`src/rtl/ext_intr_ctrl.sv`:
```
// ext_intr_ctrl
// External interrupt controller that sits between raw peripheral lines and
// the core's CSR unit. Each source is synchronized and edge-detected. A
// detected edge sets a sticky pending bit, and an enable mask gates which
// pending bits may raise a request. A three-state handshake (IDLE/REQ/SERVICE)
// hands one claimed source at a time to the core.
//
// Ports
//   clk             : single clock, all state changes on its rising edge
//   rst             : asynchronous active-low reset
//   src_irq         : raw asynchronous interrupt lines, one per source
//   en_we           : write strobe for the enable mask
//   en_wdata        : new enable mask value
//   intr_ack        : one-cycle claim pulse from the core on trap entry
//   intr_eoi        : one-cycle end-of-service pulse from the core on mret
//   External_Intrpt : level request to the CSR unit, high only in REQ
//   claim_id        : index of the claimed source, held through SERVICE
//   claim_valid     : high while claim_id is valid (state SERVICE)
//   pending         : current pending vector
module ext_intr_ctrl #(
    parameter int NSRC = 4
) (
    input  logic                    clk,
    input  logic                    rst,
    input  logic [NSRC-1:0]         src_irq,
    input  logic                    en_we,
    input  logic [NSRC-1:0]         en_wdata,
    input  logic                    intr_ack,
    input  logic                    intr_eoi,
    output logic                    External_Intrpt,
    output logic [$clog2(NSRC)-1:0] claim_id,
    output logic                    claim_valid,
    output logic [NSRC-1:0]         pending
);

    localparam int IDW = $clog2(NSRC);

    typedef enum logic [1:0] {
        IDLE    = 2'd0,
        REQ     = 2'd1,
        SERVICE = 2'd2
    } state_t;

    state_t          state;
    state_t          state_next;
    logic [NSRC-1:0] sync1;
    logic [NSRC-1:0] sync2;
    logic [NSRC-1:0] sync3;
    logic [NSRC-1:0] enable;
    logic [NSRC-1:0] rise;
    logic [NSRC-1:0] active;
    logic [NSRC-1:0] clr_mask;
    logic [IDW-1:0]  win_id;
    logic            take;

    // sync1/sync2 form the metastability synchronizer; sync3 is the delayed
    // copy used to spot a 0->1 transition on the synchronized line.
    always_ff @(posedge clk or negedge rst) begin
        if (!rst) begin
            sync1 <= '0;
            sync2 <= '0;
            sync3 <= '0;
        end else begin
            sync1 <= src_irq;
            sync2 <= sync1;
            sync3 <= sync2;
        end
    end

    assign rise   = sync2 & ~sync3;
    assign active = pending & enable;

    // Lowest index wins, so scan from the top down and let lower bits
    // overwrite the choice.
    always_comb begin
        win_id = '0;
        for (int i = NSRC - 1; i >= 0; i--) begin
            if (active[i]) begin
                win_id = IDW'(i);
            end
        end
    end

    // A claim is only honoured in REQ with something actually claimable.
    assign take = (state == REQ) && intr_ack && (|active);

    always_comb begin
        clr_mask = '0;
        if (take) begin
            clr_mask[win_id] = 1'b1;
        end
    end

    // Pending bits are sticky: a new edge is ORed in after the claim clear so
    // an edge landing on the claimed source keeps it pending. Masking never
    // touches pending.
    always_ff @(posedge clk or negedge rst) begin
        if (!rst) begin
            pending <= '0;
        end else begin
            pending <= (pending & ~clr_mask) | rise;
        end
    end

    // Enable mask register, written directly by the core.
    always_ff @(posedge clk or negedge rst) begin
        if (!rst) begin
            enable <= '0;
        end else if (en_we) begin
            enable <= en_wdata;
        end
    end

    // claim_id only changes on a successful claim, so it stays stable for
    // the whole SERVICE period regardless of new edges.
    always_ff @(posedge clk or negedge rst) begin
        if (!rst) begin
            claim_id <= '0;
        end else if (take) begin
            claim_id <= win_id;
        end
    end

    // State register.
    always_ff @(posedge clk or negedge rst) begin
        if (!rst) begin
            state <= IDLE;
        end else begin
            state <= state_next;
        end
    end

    // Next-state logic. REQ falls back to IDLE when every pending source has
    // been masked off; a stray ack or eoi in the wrong state is ignored.
    always_comb begin
        state_next = state;
        case (state)
            IDLE: begin
                if (|active) begin
                    state_next = REQ;
                end
            end
            REQ: begin
                if (!(|active)) begin
                    state_next = IDLE;
                end else if (intr_ack) begin
                    state_next = SERVICE;
                end
            end
            SERVICE: begin
                if (intr_eoi) begin
                    state_next = IDLE;
                end
            end
            default: state_next = IDLE;
        endcase
    end

    // Outputs are pure decodes of the state register, so nothing on the
    // inputs reaches them combinationally.
    always_comb begin
        External_Intrpt = (state == REQ);
        claim_valid     = (state == SERVICE);
    end

endmodule

```
`config.mk`:
```
export PLATFORM = sky130hd
export DESIGN_NAME = ext_intr_ctrl
export DESIGN_NICKNAME = d
export VERILOG_FILES = /design/src/rtl/ext_intr_ctrl.sv
export SDC_FILE = /design/constraint.sdc
export NUM_CORES = 1
export LEC_CHECK = 0
export BUFFER_PORTS_ARGS = -buffer_cell sky130_fd_sc_hd__buf_2
export CORE_AREA = 2 2 53 55
export CTS_CLUSTER_SIZE = 40
export DETAILED_ROUTE_END_ITERATION = 7
export DIE_AREA = 0 0 55 57
export MAX_ROUTING_LAYER = met4
export PLACE_DENSITY = 0.58
export SLEW_MARGIN = 5
export SYNTH_ARGS = -nofsm -noshare
export SYNTH_HDL_FRONTEND = slang
export SYNTH_SLANG_ARGS = --single-unit
```
`constraint.sdc`:
```
create_clock -name clk -period 1.4 [get_ports clk]
set_input_delay 0.42 -clock clk [delete_from_list [all_inputs] [get_ports clk]]
set_output_delay 0.42 -clock clk [all_outputs]
set_load 0.1 [all_outputs]
```
Word level (Yosys, flattened, before mapping) --
Cells that the tools add are included.
Storage, ports and cells: output and inout port bits 8, register bits 24, logic and storage cells 38
Operators by class: reduce and logical (&&, ||, !) cells 6, magnitude comparators 2, bitwise operators 6, muxes and demuxes 12, eq/ne operators 5
Operator list (count):
- 2-bit two-way mux | 8
- 4-bit AND | 3
- 4-bit NOT | 2
- 2-bit one-hot mux with 3 select lines | 1
- 4-bit two-way mux | 1
- 2-bit != test (second input constant) | 2
- 4-bit OR | 1
- 4-bit OR reduction | 1
- 1-bit logical AND | 3
- 2-bit by 3-bit < comparator with 1-bit output (second input constant) | 1
- 3-bit != test (second input constant) | 1
- 3-bit AND reduction | 1
- 1-bit demux with 2-bit select | 1
- 2-bit by 1-bit == test with 1-bit output (second input constant) | 1
- 2-bit == test (second input constant) | 1
- 2-bit by 1-bit >= comparator with 1-bit output (second input constant) | 1
- 2-bit logical NOT | 1
- 1-bit two-way mux | 1

Longest topological paths before layout --
Gate-level depths: netlist of run 1.
word-level depth 13, mapped depth 4, depth with buffers taken out 4

Worst setup path after synthesis of run 1 --
OpenSTA, ideal clock, no wires.
path type flip-flop to output port, start point reg state[0], end point out claim_valid, cell stages (with the launch flop) 2, data arrival time 1768 ps, buffers on the path 0, slack -788 ps, cell sequence dfrtp_1 > nor2b_1
Between the ends: word-level cells in the longest chain between the ends 1
Ends and longest elaborated chain:
- from (decl) | RTL line 44 | state_t state;
- from (signal assigned) | RTL line 129 | state <= state_next;
- 2-bit == test | RTL line 163 | claim_valid = (state == SERVICE);
- to (decl) | RTL line 32 | output logic claim_valid,
No other way between the ends.

Worst setup path after layout of run 1 --
start point reg state[1], end point out claim_valid
The elaborated chain is that of the path after synthesis.

==> results of run 1 <==
==> Yosys cell counts <==
| cell type | instances |
|---|---|
| a32oi_1 | 1 |
| mux2_4 | 1 |
| mux2_2 | 3 |
| nor2b_1 | 2 |
| a22o_4 | 1 |
| mux2_1 | 1 |
| a21o_1 | 1 |
| nand3b_1 | 1 |
| and3b_1 | 1 |
| a22o_1 | 3 |
| a21oi_1 | 3 |
| nor2_2 | 1 |
| o21ai_1 | 2 |
| nand3_1 | 2 |
| inv_1 | 5 |
| a211oi_1 | 1 |
| nand2_1 | 6 |
| nor2_1 | 1 |
| dfrtp_1 | 24 |
| nor2_4 | 1 |
==> kinds of logic after synthesis <==
logic type / count (synthesis)
compound gates: 12
simple gates: 15
mux: 5
flops: 24
buf+inv: 5
==> final timing paths <==
kind / from / to / slack [ns] / cells after the start
setup / recovery: state[1] / claim_valid / -0.14 / 2
max in group asynchronous: rst / pending[2] / 0.95 / 1
hold / removal: rst / enable[3] / 0.06 / 1
min in group clk: src_irq[0] / sync1[0] / 0.20 / 1
setup reg to reg: pending[0] / claim_id[0] / -0.05 / 5
hold reg to reg: sync1[2] / sync2[2] / 0.36 / 0
==> placed cells by master, fill, tap and decap left out <==
cell | Yosys | final
a211oi_1 | 1 | 1
a21o_1 | 1 | 1
a21oi_1 | 3 | 3
a22o_1 | 3 | 3
a22o_4 | 1 | 1
a32oi_1 | 1 | 1
and3b_1 | 1 | 1
buf_12 | 0 | 8
buf_2 | 0 | 12
buf_4 | 0 | 6
buf_6 | 0 | 1
bufinv_16 | 0 | 1
clkbuf_4 | 0 | 3
dfrtp_1 | 24 | 20
dfrtp_2 | 0 | 1
dfrtp_4 | 0 | 3
inv_1 | 5 | 5
mux2_1 | 1 | 1
mux2_2 | 3 | 3
mux2_4 | 1 | 1
nand2_1 | 6 | 6
nand3_1 | 2 | 2
nand3b_1 | 1 | 1
nor2_2 | 1 | 1
nor2_4 | 1 | 2
nor2b_4 | 0 | 2
o21ai_1 | 2 | 2
==> power groups by stage <==
stage / Clock, mW / Combinational [mW] / Sequential [mW]
2_1_floorplan: 0 / 0.448 / 1.37
3_3_place_gp: 0 / 1.40 / 0.957
3_5_place_dp: 0 / 1.41 / 0.963
4_1_cts: 0.505 / 1.51 / 0.961
5_1_grt: 0.531 / 1.57 / 0.979
6_report: 0.485 / 1.51 / 0.958
==> layout make-up <==
type / instances / share of cell area
Clock inverter: 1 / 0.0239
Sequential cell: 24 / 0.488
Multi-Input combinational cell: 32 / 0.205
Inverter: 5 / 0.0149
Clock buffer: 3 / 0.0179
Tap cell: 31 / 0.0308
Timing Repair Buffer: 27 / 0.220
==> sequential cells by signal (all words and copies together), names as in the netlist <==
name / count
state: 2
enable: 4
sync1: 4
pending: 4
claim_id: 2
sync3: 4
sync2: 4
==> per-stage QoR <==
| step | total power, mW | cell area [sq um] |
|---|---|---|
| 2_1_floorplan | 1.82 | 872 |
| 3_3_place_gp | 2.36 | 1160 |
| 3_5_place_dp | 2.37 | 1160 |
| 4_1_cts | 2.97 | 1250 |
| 5_1_grt | 3.08 | 1260 |
| 6_report | 2.95 | 1260 |
==> per-layer routing <==
metal | track usage | vias up | part of all wire
met3 | 0.0183 | 0 | 0.050
met1 | 0.155 | 268 | 0.43
met4 | 0.0418 | 0 | 0
li1 | - | 272 | -
met2 | 0.172 | 12 | 0.52
met5 | - | - | 0
==> what timing repair did <==
item / in CTS / in global routing
resized for setup: 4 / 1
endpoints found under the setup margin: 6 / 10
setup buffers: 5 / 0
endpoints found under the hold margin: 0 / 0
==> impl_results.md, run 1 <==
- Hold crit path type: in -> async
- Layout cells sized above 1: 0.489
- Worst EP required: a little under 1 ns
- Num CTS Buffers: 3
- DRT Pass-1 Iters: 3
- Final period utilization: 1.10
- Worst Slack Setup Final: -0.140 ns
- Synth Area in XOR/XNOR: 0
- Status: finished, violations left
- RSZ-0062 raised after global routing: yes
- Top cell type's share of synthesized area: 0.703
- Final Hold Vio Count: 0
- CP Buf/Inv Count: 1
- Worst relative slew slack: 0.660
- Critical path class: reg -> out
- Min Tclk post-route: about 1.5 ns
- Area occupied by multi-input gates: around 260 sq um
- Syn-to-layout area delta: 47.1%
- Pwr/cell area: between 2000 and 2500 nW/um^2
- WHS: roughly 0.06 ns
- Adder-Cell Fraction of Synth Area: 0
- Leakage power: between 0.5 and 0.6 nW
- Dpl cells: approximately 120
- CP Launch Type: flip-flop
- Antenna viol nets, final: 0
- Register area: about 610 sq um
- Starting Density: 0.327
- Root buf cell: clkbuf_4
- Setup TNS Final: -0.471 ns
- Worst-skew pair later-pin latency: between 0.3 and 0.4 ns
- YS warnings: 0
- Filler Cell Count: between 200 and 300
- Worst-margin pin slew: between 0.5 and 0.6 ns
- Largest area contributor in the netlist: dfrtp_1
- Register area share after synthesis: 0.703
- # DRC: 0
- Die height: ~57 um
- Mux contribution to synthesized area: 0.0703
- CP Max Fanout: 3
- Critical path, cell by cell: nor2b_4 > buf_12
- Finished Layout Cells: 123
- Dpl hpwl: roughly 1.1 mm
- GRT Total Usage: 0.114
- Post-Route WL: approximately 1.4 mm
- Crit end category: output port
- Register share of total power: 0.325
- Largest family of logic cells by synthesized area: compound AO/OA/AOI/OAI gates
- Clk_skew: 0.0114 ns
- Worst-path clk slew: 0.13 ns
- Synth Area in Simple Gates: 0.0966
- Final setup fails: 6
- CTS tree: yes
- Mapped cell area: 855 sq um
- CTS sink count: 24
- Slowest CP cell: dfrtp_1
- Violated checks: setup timing
- First-pass GRT wire length: between 2 and 3 mm
- Compound-cell area share of the yosys netlist: 0.108
- Fin nets: between 100 and 150
- DR WL/cell: 11.6 um
- Die width: approximately 55 um
- Hold Buf Count CTS: 0
- Largest net degree at the start of global routing: 25
- Synth top area cells: dfrtp_1 70%, mux2_2 4.0%, a22o_1 3.1%
- Total gr overflow: 0
- Routability cong.: 0.716
- Dpl ws: between 0.09 and 0.1 ns
- Max-slew violations: 0
- Pint: around 1.7 mW
- VDD IR max: between 1000 and 1500 uV
- Vias: 552
- Delay of the slowest critical-path stage: ~0.43 ns
- Power share of the clock group: 0.164
- Core area: approximately 2600 sq um
- Avg Inst Size Synth: approximately 14 sq um
- Fin util: 0.481
- Comb pwr share: 0.511
- Cells after Synth: 61
- CTS Buffer Depth: 2
- Critical path data arrival time: about 1.1 ns
- Post-synthesis net count: 74
- Crit path max-delay family: flip-flops
- I/O Pins: 21
- Sw frac: 0.414
- Synth Register Bits: 24
- Switch Pwr: approximately 1.2 mW
- Fmax: 0.650 GHz
- Vias in the first global route: a little under 600
- Antenna diodes: 0
- DR vias/cell: 4.49
- Yosys cell types: 20
- PortBufs: 20
- Initial antenna violation count: 0
- Die Footprint: around 3100 sq um
- H-tree Lvls: 1
- DR iter-0 viols: 4
- Std-Cell Rows: 19
- Total of max-cap violations: 0
Power figures use the tool's default switching activity.
==> inputs of run 2 (changes only) <==
--- a/config.mk
+++ b/config.mk
@@ -6,12 +6,12 @@
 export NUM_CORES = 1
 export LEC_CHECK = 0
 export BUFFER_PORTS_ARGS = -buffer_cell sky130_fd_sc_hd__buf_2
-export CORE_AREA = 2 2 53 55
+export CORE_AREA = 2 2 45 47
 export CTS_CLUSTER_SIZE = 40
 export DETAILED_ROUTE_END_ITERATION = 7
-export DIE_AREA = 0 0 55 57
+export DIE_AREA = 0 0 47 49
 export MAX_ROUTING_LAYER = met4
-export PLACE_DENSITY = 0.58
+export PLACE_DENSITY = 0.76
 export SLEW_MARGIN = 5
 export SYNTH_ARGS = -nofsm -noshare
 export SYNTH_HDL_FRONTEND = slang
==> run 2 against run 1 <==
Against the previous run:
- the flow still finishes with violations (setup timing)
- worst setup slack got worse by 0.0046 ns
- largest cell class unchanged
- utilization rose by 19 points
- final cell count fell by 1.6%
==> impl_results.md, run 2 (synthesis results as in run 1) <==
- Status: finished, violations left
- Violated checks: setup timing
- Min Tclk post-route: 1.54 ns (+0.00463 ns)
- Total power: 2.83 mW (-4.0%)
- Largest net degree at the start of global routing: 25 (unchanged)
- Worst-path clk slew: 0.12 ns (about the same)
- Die height: 49 um (-14%)
- Fin util: 0.675 (+0.194)
- DP Area: 1160 sq um (-0.43%)
- Fmax: 0.648 GHz (-0.30%)
- Sw frac: 0.431 (+0.0171)
- First-pass GRT wire length: 2.51 mm (-0.83%)
- Worst-margin pin slew: 0.507 ns (-0.00302 ns)
- Worst relative slew slack: 0.662 (+0.00201)
- Vias in the first global route: 602 (+1.0%)
- Max-slew violations: 0 (unchanged)
- Dpl hpwl: 1.15 mm (+6.3%)
- Most frequent cells in the layout: 19 x dfrtp_1, 12 x buf_2, 8 x buf_12, 8 x buf_4, 6 x nand2_1
- Root buf cell: clkbuf_4
- GRT Total Usage: 0.161 (+0.0472)
- Num CTS Buffers: 3 (unchanged)
- Syn-to-layout area delta: 45.4%
- Clk_skew: 0.00954 ns (-0.00184 ns)
- CP Launch Type: flip-flop
- CP Max Fanout: 4 (+1)
- Layout cells sized above 1: 0.511 (+0.0215)
- Critical path class: reg -> out
- # DRC: 0 (unchanged)
- Worst-skew pair later-pin latency: 0.30 ns (about the same)
- Setup TNS Final: -0.507 ns (-0.0367 ns)
- Starting Density: 0.464 (+0.137)
- Total gr overflow: 0 (unchanged)
- Final period utilization: 1.10 (+0.00330)
- R2R depth: 5 (unchanged)
- DRT Pass-1 Iters: 4 (+1)
- Initial antenna violation count: 0 (unchanged)
- Power share of the clock group: 0.122 (-0.042)
- I/O Pins: 21 (unchanged)
- Crit end category: output port
- H-tree Lvls: 1 (unchanged)
- Most common cell after layout, fill and taps aside: dfrtp_1
- CTS Buffer Depth: 2 (unchanged)
- Worst EP required: 0.98 ns (about the same)
- Core area: 1840 sq um (-30%)
- Antenna viol nets, final: 0 (unchanged)
- Register area: 614 sq um (+0.20%)
- CTS tree: yes
- Register share of total power: 0.341 (+0.016)
- Routability cong.: 0.725 (+1.3%)
- Hold Buf Count CTS: 0 (unchanged)
- Fin nets: 108 (+1.9%)
- DR WL/cell: 12.6 um (+8.4%)
- Vias: 572 (+3.6%)
- Std-Cell Rows: 16 (-3)
- Filler Cell Count: 156 (-39%)
- Leakage power: 0.596 nW (-0.21%)
- Post-Route WL: 1.53 mm (+6.6%)
- Pwr/cell area: 2280 nW/um^2 (-2.8%)
- Critical path data arrival time: 1.12 ns (about the same)
- Worst Slack Setup Final: -0.144 ns (-0.00463 ns)
- Pint: 1.61 mW (-6.8%)
- Comb pwr share: 0.537 (+0.026)
- Die Footprint: 2300 sq um (-27%)
- Hold crit path type: in -> async
- PortBufs: 20 (unchanged)
- Antenna diodes: 0 (unchanged)
- Final setup fails: 7 (+1)
- Die width: 47 um (-15%)
- DR iter-0 viols: 6 (+2)
- Final Cell Area: 1240 sq um (-1.2%)
- Area occupied by multi-input gates: 248 sq um (-3.9%)
- Switch Pwr: 1.22 mW (about the same)
- RSZ-0062 raised after global routing: yes
- DR vias/cell: 4.73 (+5.3%)
- CTS sink count: 24 (unchanged)
- VDD IR max: 1390 uV (+8.2%)
- Final Hold Vio Count: 0 (unchanged)
- Dpl ws: 0.102 ns (+0.00260 ns)
- Total of max-cap violations: 0 (unchanged)
run 2: cell type report:
| cell class | count | share of cell area |
|---|---|---|
| Clock buffer | 4 | 0.0292 |
| Inverter | 5 | 0.0151 |
| Multi-Input combinational cell | 32 | 0.199 |
| Sequential cell | 24 | 0.494 |
| Tap cell | 27 | 0.0272 |
| Timing Repair Buffer | 29 | 0.235 |
run 2: per-stage QoR:
| stage | cells | hold WS, ns |
|---|---|---|
| final | 121 | 0.0625 |
| after global routing | 121 | 0.0818 |
| after CTS | 119 | 0.0748 |
| after detailed placement | 112 | 0.339 |
| after global placement | 112 | 0.334 |
| after floorplan | 61 | 0.124 |
run 2: timing repair:
| item | 4_1_cts | 5_1_grt |
|---|---|---|
| setup buffers | 5 | 2 |
| resized for setup | 3 | 1 |
| pin swaps | 0 | 2 |
| setup endpoints to repair | 5 | 9 |
run 2: metal layers:
metal	wire, um	GRT usage	vias up
met2	813	0.272	18
met5	0	-	-
met1	637	0.182	282
met3	73	0.0259	0
li1	-	-	272
met4	0	0.0694	0
run 2: power by group through the flow:
stage | sequential [mW] | combinational (mW) | clock [mW]
2_1_floorplan | 1.37 | 0.448 | 0
3_3_place_gp | 0.952 | 1.40 | 0
3_5_place_dp | 0.964 | 1.42 | 0
4_1_cts | 0.965 | 1.49 | 0.363
5_1_grt | 0.982 | 1.59 | 0.386
6_report | 0.965 | 1.52 | 0.345
run 2: worst max-delay path, stage by stage (launching register included):
cell	delay [ns]
dfrtp_1	0.43
nor2b_4	0.20
buf_12	0.18
run 2: worst paths after layout:
check / startpoint / to / slack [ns]
max: state[1] / claim_valid / -0.14
min: rst / state[1] / 0.06
max reg2reg: state[1] / claim_id[0] / -0.07
min reg2reg: sync1[2] / sync2[2] / 0.36
max in group asynchronous: rst / pending[3] / 0.95
min in group clk: src_irq[0] / sync1[0] / 0.21
